## src/rtl/memory_game_core_if.sv

```systemverilog
// Player/display bus for the memory-game core: player controls in, display and status out.
interface memory_game_core_if #(
    parameter int unsigned DIGIT_W = 4,
    parameter int unsigned MAX_LEN = 8
) ();
    logic                           auth_bit;
    logic                           logout;
    logic                           start_pulse;
    logic                           punch_button;
    logic [DIGIT_W-1:0]             toggle_answer;
    logic [DIGIT_W-1:0]             flash_num;
    logic                           flash_valid;
    logic [DIGIT_W-1:0]             seg_in_ans;
    logic [$clog2(MAX_LEN)-1:0]     answer_idx;
    logic [$clog2(MAX_LEN+1)-1:0]   level;
    logic [7:0]                     score;
    logic                           win;
    logic                           loose;
    logic                           game_done;
    logic                           busy;

    // Driven by the authentication/debounce side.
    modport master (
        output auth_bit, logout, start_pulse, punch_button, toggle_answer,
        input  flash_num, flash_valid, seg_in_ans, answer_idx, level, score,
        input  win, loose, game_done, busy
    );

    // Implemented by the game core.
    modport slave (
        input  auth_bit, logout, start_pulse, punch_button, toggle_answer,
        output flash_num, flash_valid, seg_in_ans, answer_idx, level, score,
        output win, loose, game_done, busy
    );
endinterface

```

## src/rtl/memory_game_core.sv

```systemverilog
// Memory-game engine: generates an LFSR digit sequence, flashes it, then scores player answers.
module memory_game_core #(
    parameter int unsigned DIGIT_W        = 4,
    parameter int unsigned MAX_LEN        = 8,
    parameter int unsigned FLASH_CYCLES   = 50000000,
    parameter int unsigned GAP_CYCLES     = 12500000,
    parameter int unsigned ANSWER_TIMEOUT = 250000000,
    parameter logic [15:0] LFSR_SEED      = 16'hACE1
) (
    input logic               clock,
    input logic               rst,
    memory_game_core_if.slave game_io
);
    localparam int unsigned IdxW = $clog2(MAX_LEN);
    localparam int unsigned LvlW = $clog2(MAX_LEN + 1);

    typedef enum logic [2:0] {
        StIdle, StGen, StFlash, StGap, StInput, StWin, StLose
    } state_e;

    state_e             state_q, state_d;
    logic [15:0]        lfsr_q;
    logic [DIGIT_W-1:0] seq_q [MAX_LEN];
    logic               seq_we;
    logic [IdxW-1:0]    idx_q, idx_d;
    logic [IdxW-1:0]    ans_idx_q, ans_idx_d;
    logic [31:0]        cnt_q, cnt_d;
    logic [LvlW-1:0]    level_q, level_d;
    logic [7:0]         score_q, score_d;
    logic               win_q, win_d;
    logic               loose_q, loose_d;
    logic               done_q, done_d;
    logic [DIGIT_W-1:0] seg_q, seg_d;
    logic               last_idx, last_ans, match;

    assign last_idx = (LvlW'(idx_q) == level_q - LvlW'(1));
    assign last_ans = (LvlW'(ans_idx_q) == level_q - LvlW'(1));
    assign match    = (game_io.toggle_answer == seq_q[ans_idx_q]);

    // Free-running Fibonacci LFSR (taps 16,14,13,11), right-shifting.
    always_ff @(posedge clock or negedge rst) begin
        if (!rst) begin
            lfsr_q <= LFSR_SEED;
        end else begin
            lfsr_q <= {lfsr_q[0] ^ lfsr_q[2] ^ lfsr_q[3] ^ lfsr_q[5], lfsr_q[15:1]};
        end
    end

    // Sequence storage, filled one digit per GEN cycle.
    always_ff @(posedge clock or negedge rst) begin
        if (!rst) begin
            for (int i = 0; i < int'(MAX_LEN); i++) begin
                seq_q[i] <= '0;
            end
        end else if (seq_we) begin
            seq_q[idx_q] <= lfsr_q[DIGIT_W-1:0];
        end
    end

    // State and datapath registers.
    always_ff @(posedge clock or negedge rst) begin
        if (!rst) begin
            state_q   <= StIdle;
            idx_q     <= '0;
            ans_idx_q <= '0;
            cnt_q     <= '0;
            level_q   <= LvlW'(1);
            score_q   <= '0;
            win_q     <= 1'b0;
            loose_q   <= 1'b0;
            done_q    <= 1'b0;
            seg_q     <= '0;
        end else begin
            state_q   <= state_d;
            idx_q     <= idx_d;
            ans_idx_q <= ans_idx_d;
            cnt_q     <= cnt_d;
            level_q   <= level_d;
            score_q   <= score_d;
            win_q     <= win_d;
            loose_q   <= loose_d;
            done_q    <= done_d;
            seg_q     <= seg_d;
        end
    end

    // Next-state logic; cnt_q is the flash/gap timer and doubles as the answer timeout.
    always_comb begin
        state_d   = state_q;
        idx_d     = idx_q;
        ans_idx_d = ans_idx_q;
        cnt_d     = cnt_q;
        level_d   = level_q;
        score_d   = score_q;
        win_d     = win_q;
        loose_d   = loose_q;
        done_d    = done_q;
        seg_d     = seg_q;
        seq_we    = 1'b0;
        if (game_io.logout) begin
            state_d   = StIdle;
            level_d   = LvlW'(1);
            score_d   = '0;
            win_d     = 1'b0;
            loose_d   = 1'b0;
            done_d    = 1'b0;
            seg_d     = '0;
            ans_idx_d = '0;
            idx_d     = '0;
            cnt_d     = '0;
        end else begin
            unique case (state_q)
                StIdle, StWin, StLose: begin
                    if (game_io.start_pulse && game_io.auth_bit) begin
                        state_d   = StGen;
                        win_d     = 1'b0;
                        loose_d   = 1'b0;
                        ans_idx_d = '0;
                        seg_d     = '0;
                        idx_d     = '0;
                        cnt_d     = '0;
                        // A finished game restarts from the shortest sequence.
                        if (done_q) begin
                            level_d = LvlW'(1);
                            done_d  = 1'b0;
                        end
                    end
                end
                StGen: begin
                    seq_we = 1'b1;
                    if (last_idx) begin
                        state_d = StFlash;
                        idx_d   = '0;
                        cnt_d   = '0;
                    end else begin
                        idx_d = idx_q + IdxW'(1);
                    end
                end
                StFlash: begin
                    if (cnt_q == FLASH_CYCLES - 1) begin
                        state_d = StGap;
                        cnt_d   = '0;
                    end else begin
                        cnt_d = cnt_q + 32'd1;
                    end
                end
                StGap: begin
                    if (cnt_q == GAP_CYCLES - 1) begin
                        cnt_d = '0;
                        if (last_idx) begin
                            state_d   = StInput;
                            ans_idx_d = '0;
                        end else begin
                            state_d = StFlash;
                            idx_d   = idx_q + IdxW'(1);
                        end
                    end else begin
                        cnt_d = cnt_q + 32'd1;
                    end
                end
                StInput: begin
                    // A punch on the expiry cycle wins over the timeout.
                    if (game_io.punch_button) begin
                        seg_d = game_io.toggle_answer;
                        cnt_d = '0;
                        if (!match) begin
                            state_d = StLose;
                            loose_d = 1'b1;
                        end else if (last_ans) begin
                            state_d = StWin;
                            win_d   = 1'b1;
                            if (score_q != 8'hFF) begin
                                score_d = score_q + 8'd1;
                            end
                            if (level_q < LvlW'(MAX_LEN)) begin
                                level_d = level_q + LvlW'(1);
                            end else begin
                                done_d = 1'b1;
                            end
                        end else begin
                            ans_idx_d = ans_idx_q + IdxW'(1);
                        end
                    end else if (cnt_q == ANSWER_TIMEOUT - 1) begin
                        state_d = StLose;
                        loose_d = 1'b1;
                    end else begin
                        cnt_d = cnt_q + 32'd1;
                    end
                end
                default: ;
            endcase
        end
    end

    // Outputs; the flashed digit is blanked outside FLASH.
    always_comb begin
        game_io.flash_valid = (state_q == StFlash);
        game_io.flash_num   = (state_q == StFlash) ? seq_q[idx_q] : '0;
        game_io.seg_in_ans  = seg_q;
        game_io.answer_idx  = ans_idx_q;
        game_io.level       = level_q;
        game_io.score       = score_q;
        game_io.win         = win_q;
        game_io.loose       = loose_q;
        game_io.game_done   = done_q;
        game_io.busy        = !(state_q inside {StIdle, StWin, StLose});
    end
endmodule

```

## src/flat_wrapper.sv

```systemverilog
// flat-port wrapper written by rule: the top's interface ports become plain ports
module memory_game_core_flat 
#(
    parameter int unsigned DIGIT_W        = 4,
    parameter int unsigned MAX_LEN        = 8,
    parameter int unsigned FLASH_CYCLES   = 50000000,
    parameter int unsigned GAP_CYCLES     = 12500000,
    parameter int unsigned ANSWER_TIMEOUT = 250000000,
    parameter logic [15:0] LFSR_SEED      = 16'hACE1
)
  (clock, rst, game_io_auth_bit, game_io_logout, game_io_start_pulse, game_io_punch_button, game_io_toggle_answer, game_io_flash_num, game_io_flash_valid, game_io_seg_in_ans, game_io_answer_idx, game_io_level, game_io_score, game_io_win, game_io_loose, game_io_game_done, game_io_busy);
  memory_game_core_if #(.DIGIT_W(DIGIT_W), .MAX_LEN(MAX_LEN)) game_io_i ();
  input logic clock;
  input logic rst;
  input wire logic [$bits(game_io_i.auth_bit)-1:0] game_io_auth_bit;
  input wire logic [$bits(game_io_i.logout)-1:0] game_io_logout;
  input wire logic [$bits(game_io_i.start_pulse)-1:0] game_io_start_pulse;
  input wire logic [$bits(game_io_i.punch_button)-1:0] game_io_punch_button;
  input wire logic [$bits(game_io_i.toggle_answer)-1:0] game_io_toggle_answer;
  output wire logic [$bits(game_io_i.flash_num)-1:0] game_io_flash_num;
  output wire logic [$bits(game_io_i.flash_valid)-1:0] game_io_flash_valid;
  output wire logic [$bits(game_io_i.seg_in_ans)-1:0] game_io_seg_in_ans;
  output wire logic [$bits(game_io_i.answer_idx)-1:0] game_io_answer_idx;
  output wire logic [$bits(game_io_i.level)-1:0] game_io_level;
  output wire logic [$bits(game_io_i.score)-1:0] game_io_score;
  output wire logic [$bits(game_io_i.win)-1:0] game_io_win;
  output wire logic [$bits(game_io_i.loose)-1:0] game_io_loose;
  output wire logic [$bits(game_io_i.game_done)-1:0] game_io_game_done;
  output wire logic [$bits(game_io_i.busy)-1:0] game_io_busy;
  assign game_io_i.auth_bit = game_io_auth_bit;
  assign game_io_i.logout = game_io_logout;
  assign game_io_i.start_pulse = game_io_start_pulse;
  assign game_io_i.punch_button = game_io_punch_button;
  assign game_io_i.toggle_answer = game_io_toggle_answer;
  assign game_io_flash_num = game_io_i.flash_num;
  assign game_io_flash_valid = game_io_i.flash_valid;
  assign game_io_seg_in_ans = game_io_i.seg_in_ans;
  assign game_io_answer_idx = game_io_i.answer_idx;
  assign game_io_level = game_io_i.level;
  assign game_io_score = game_io_i.score;
  assign game_io_win = game_io_i.win;
  assign game_io_loose = game_io_i.loose;
  assign game_io_game_done = game_io_i.game_done;
  assign game_io_busy = game_io_i.busy;
  memory_game_core #(.DIGIT_W(DIGIT_W), .MAX_LEN(MAX_LEN), .FLASH_CYCLES(FLASH_CYCLES), .GAP_CYCLES(GAP_CYCLES), .ANSWER_TIMEOUT(ANSWER_TIMEOUT), .LFSR_SEED(LFSR_SEED)) u_core (.clock(clock), .rst(rst), .game_io(game_io_i));
endmodule
```

## config.mk

```make
export PLATFORM = sky130hd
export DESIGN_NAME = memory_game_core_flat
export DESIGN_NICKNAME = d
export VERILOG_FILES = /design/src/rtl/memory_game_core_if.sv /design/src/rtl/memory_game_core.sv /design/src/flat_wrapper.sv
export SDC_FILE = /design/constraint.sdc
export NUM_CORES = 1
export LEC_CHECK = 0
export ABC_AREA = 1
export BUFFER_PORTS_ARGS = -buffer_cell sky130_fd_sc_hd__buf_2
export CAP_MARGIN = 40
export CORE_UTILIZATION = 30
export DETAILED_ROUTE_END_ITERATION = 10
export GPL_ROUTABILITY_DRIVEN = 0
export PLACE_DENSITY = 0.45
export SKIP_LAST_GASP = 1
export SLEW_MARGIN = 5
export SYNTH_ARGS = -nofsm -noshare
export SYNTH_HDL_FRONTEND = slang
export SYNTH_SLANG_ARGS = --single-unit
```

## constraint.sdc

```tcl
create_clock -name clock -period 3.4 [get_ports clock]
set_input_delay 0.34 -clock clock [delete_from_list [all_inputs] [get_ports clock]]
set_output_delay 0.34 -clock clock [all_outputs]
set_load 0.02 [all_outputs]
```

# == Word-level counts from Yosys, hierarchy flattened ==
# Cells that the tools add are included.
# word_totals
wordCells,168
regBits,108
input_bits,10
output_inout_bits,28
# classes
n_mux,79
n_reduce_logical,25
eq_ne,30
n_lt_le_gt_ge,4
add_sub_neg,6
bitwise_logic,5
# ops
op,count
$mux W32,7
$pmux W32 S5,1
$mux W4,16
$mux W3,21
$mux W8,6
$add A32 B1 Y32 const B,1
$bwmux W32,1
$eq A32 B24 Y1 const B,1
$eq A32 B26 Y1 const B,1
$eq A32 B28 Y1 const B,1
$ne A3 B2 Y1 const B,9
$bmux W4 S3,2
$reduce_and A7 Y1,3
$pmux W3 S3,2
$mux W1,16
$pmux W4 S2,2
$pmux W3 S5,1
$demux W4 S3,1
$ne A3 B3 Y1 const B,4
$reduce_and A4 Y1,3
$reduce_and A5 Y1,2
$reduce_bool A2 Y1,5
$eq A3 B3 Y1 const B,3
$add A8 B1 Y8 const B,1
26 further kinds,39

# == Logic depth before layout (Yosys ltp) ==
# depth
ltp_word,9
ltp_mapped,15

# == Least setup slack after synthesis ==
# Ideal clock, no wire load.
# synth_path
path_kind,reg-to-reg
start,reg u_core.level_q[0] (netlist: u_core.game_io.level[0])
end,reg u_core.cnt_q[8]
required_ns,3.328
synth_period_minus_slack_ns,2.278
arrival_ns,2.207
stages_incl_launch_ff,13
path_buffers,2
path_slack_ns,1.122
cell_sequence,dfstp_2 inv_1 ha_1 xnor2_1 a21oi_1 nand3_2 a21oi_2 nand2_2 buf_6 buf_6 o21bai_1 nand2_1 nor2_1
# synth_between
elab_chain_cells,4
# synth_lines
item,line_no,text
start: declaration,memory_game_core.sv:28,"logic [LvlW-1:0] level_q, level_d;"
start signal: assignment,memory_game_core.sv:67,level_q <= LvlW'(1);
start signal: assignment,memory_game_core.sv:78,level_q <= level_d;
$sub A4 B1 Y4,memory_game_core.sv:36,assign last_idx = (LvlW'(idx_q) == level_q - LvlW'(1));
$eq A3 B4 Y1,memory_game_core.sv:36,
$ne A3 B2 Y1 (no source line),-,
$reduce_and A4 Y1 (no source line),-,
end signal: assignment,memory_game_core.sv:77,cnt_q <= cnt_d;
end: declaration,memory_game_core.sv:27,"logic [31:0] cnt_q, cnt_d;"
# Every way passes these cells.
# A chain may end at the register's enable or synchronous reset.

# == Worst setup path in the final report ==
# layout_path
start,reg u_core.level_q[0] (netlist: u_core.game_io.level[0])
end,reg u_core.cnt_q[20]
# Same word-level chain as after synthesis.

==> out/metrics.csv <==
metric,value,unit
die area,0.0229,sq mm
# Post-CTS Setup Buffers,0,
"Distinct cells, synth",48,
Die Y,151,um
Slew @ Worst Pin,0.776,ns
post-synth top area share,37.0,%
"CTS clk-pin slew, worst paths",0.08,ns
DRC errors left,0,
Critical-path top delay cell,dfstp_2,
Seq cells post-synth,108,
leading area contributor after synthesis,dfrtp_1,
min setup slack post-route,0.677,ns
Port Buf Inserts,37,
startpoint types,register,
Total Nets Final,1008,
gr ovfl total,0,
placed instance count,1260,
min Tclk post-route,2.72,ns
Sink Count,108,
WP buf/inv,3,
Detailed Route Iter0 Violations,402,
clock root buffer,clkbuf_16,
largest net degree at the start of global routing,60,
setup_tns,0,ns
register area share after synthesis,40.5,%
I/O pin count,38,
PD cells,449,mW/mm^2
Mapped Nets,971,
post-route ant nets,0,
DR vias,6281,
Via density,4.92,
Slew Limit Fails,0,
Leakage,3.44,nW
fmax,367,MHz
antenna violations before repair,0,
worst vdd ir,0.250,mV
crit path DAT,2.97,ns
hold_buf cts,0,
CP Cell Sequence,inv_1 -> ha_1 -> xnor2_1 -> a21oi_1 -> nand3_2 -> a21oi_2 -> nand2_2 -> inv_2 -> buf_4 -> nand2_1 -> o21ai_1 -> nor2_1,
Max Cap Violations,0,
Initial DRT Pass Iterations,5,
post-CTS sizing,0,
Power Total,3.37,mW
final hold slack,0.0764,ns
RSZ-0062 raised after global routing,false,
Place WS,0.708,ns
Worst path max stage delay,0.61,ns
H-tree depth,3,
TritonCTS Buffers,9,
WL/cell,15.9,um
Core Rows,54,
period utilisation layout,80.1,%
first-pass GRT wire length,32.7,mm
maximum clock skew at final layout,0.0176,ns
"non-filler cells, final",1276,
Area Growth Syn to Fin,11.9,%
core box area,0.0219,sq mm
DP HPWL,15.0,mm
CTS Buffer Depth,2,
vias in the first global route,5965,
YS warnings,0,
Die Span X,151,um
Fill cells,2410,
layout cells sized above 1,10.4,%
Area contributors post-synth,"dfrtp_1, nand2_1, nand3_1",
Post-Route WL,20.3,mm
critical path class,register to register,
Final Hold Viols,0,
Mean Syn Cell Area,7.03,sq um
antenna fix cells,0,
CTS tree,built,
run status,"complete, no violations",
clk_lat worst skew,0.36,ns
Initial Utilization,30.6,%
crit-path max FO,16,
Worst slew margin,48.2,%
Worst EP required,3.64,ns
hold crit path type,primary input to async pin,
post-synthesis cell count,954,
final setup fails,0,
total global-route track usage,18.7,%
CP endpoint kind,register,
largest delay contributor family on the critical path,flip-flops,
Mapped Area,0.00670,sq mm
-- routing by layer --
| metal | vias to the layer above | global-route usage [%] | share of wire, % |
|---|---|---|---|
| li1 | 3185 | - | - |
| met1 | 2925 | 26.9 | 49 |
| met2 | 150 | 29.0 | 46 |
| met3 | 21 | 2.84 | 3.8 |
| met4 | 0 | 4.70 | 1.5 |
| met5 | - | 0 | 0 |
-- worst reg2reg max path, delay by kind of cell (launching register included) --
kind | cells | cell delay (ns)
AO/OA/AOI/OAI | 3 | 0.50
flip-flops | 1 | 0.61
XOR/XNOR | 1 | 0.14
adder cells (fa/ha/maj) | 1 | 0.35
AND/OR/NAND/NOR | 4 | 0.40
buffers and inverters | 3 | 0.60
-- layout make-up --
class / count / area [sq um] / area share [%]
timing repair buffer: 49 / 290 / 3.87
inverter: 117 / 439 / 5.85
multi-input combinational: 706 / 3430 / 45.7
clock inverter: 6 / 53.8 / 0.717
sequential: 108 / 2710 / 36.2
tap: 280 / 350 / 4.67
clock buffer: 10 / 229 / 3.05
-- state kept, by name, indices dropped and copies added (netlist names) --
name and cells:
u_core.cnt_q 32, u_core.seq_q 32, u_core.lfsr_q 16, u_core.game_io.score 8, u_core.game_io.level 4, u_core.game_io.seg_in_ans 4, u_core.game_io.answer_idx 3, u_core.idx_q 3
u_core.state_q 3, u_core.game_io.game_done 1, u_core.game_io.loose 1, u_core.game_io.win 1
-- layout by cell type, fill, tap and decap left out, types with 2 or more instances in the layout --
master     count
nand3b_1       4
a221oi_1       5
a21boi_1       2
nand3_1      122
dfrtp_1       99
inv_2          6
o22ai_1        5
nand3_2        2
nand4_1       29
o21bai_1       4
inv_1        110
nor2_2         7
xnor2_1        7
nand2_1      292
xor2_1        12
nor2_1        78
nand2_2        5
o31ai_1        3
a21oi_1       11
nor3_1        22
o21ai_0       58
nor4_1         3
dfstp_2        9
a41oi_1        3
buf_2         36
inv_6          2
ha_1           6
a22oi_1        3
buf_4         12
inv_8          2
clkbuf_16      9
o21ai_1        6
-- metrics by stage --
stage,area (sq um),util [%]
6_report,7500,34.3
5_1_grt,7500,34.3
4_1_cts,7500,34.3
3_5_place_dp,7220,33.0
3_3_place_gp,7220,33.0
2_1_floorplan,6700,-
-- synthesized netlist by cell type (all sizes together) --
cell	count
nand2	297
nand3	125
inv	116
dfrtp	99
nor2	86
o21ai	65
nand4	29
nor3	23
buf	14
xor2	13
a21oi	12
clkbuf	9
dfstp	9
xnor2	8
ha	6
a221oi	5
nand3b	5
o21bai	5
o22ai	5
a22oi	3
a41oi	3
nor4	3
o31ai	3
a21boi	2
a31oi	2
or2	2
a22o	1
and3	1
clkinv	1
fa	1
nor3b	1
-- where the power goes --
part / internal [mW] / switching [mW]
logic: 0.257 / 0.695
registers: 1.32 / 0.0459
clock network: 0.515 / 0.535
total: 2.09 / 1.28
-- kinds of logic after synthesis --
family	share of synthesized area, %
adder cells (fa/ha/maj)	1.42
flip-flops	40.5
AO/OA/AOI/OAI	9.29
XOR/XNOR	2.97
AND/OR/NAND/NOR	37.5
buffers and inverters	8.38
-- worst paths after layout --
kind                       cells after the start                      endpoint                     start  slack (ns)
max in group asynchronous                      2       u_core.game_io.level[0]                       rst        2.53
min                                            1              u_core.seq_q[13]                       rst        0.08
min reg2reg                                    0             u_core.lfsr_q[13]         u_core.lfsr_q[14]        0.35
min in group clock                             3  u_core.game_io.seg_in_ans[0]  game_io_toggle_answer[0]        0.26
max reg2reg                                   12              u_core.cnt_q[20]   u_core.game_io.level[0]        0.68
max                                           12              u_core.cnt_q[20]   u_core.game_io.level[0]        0.68
No activity file was read; power rests on OpenSTA's default activity.
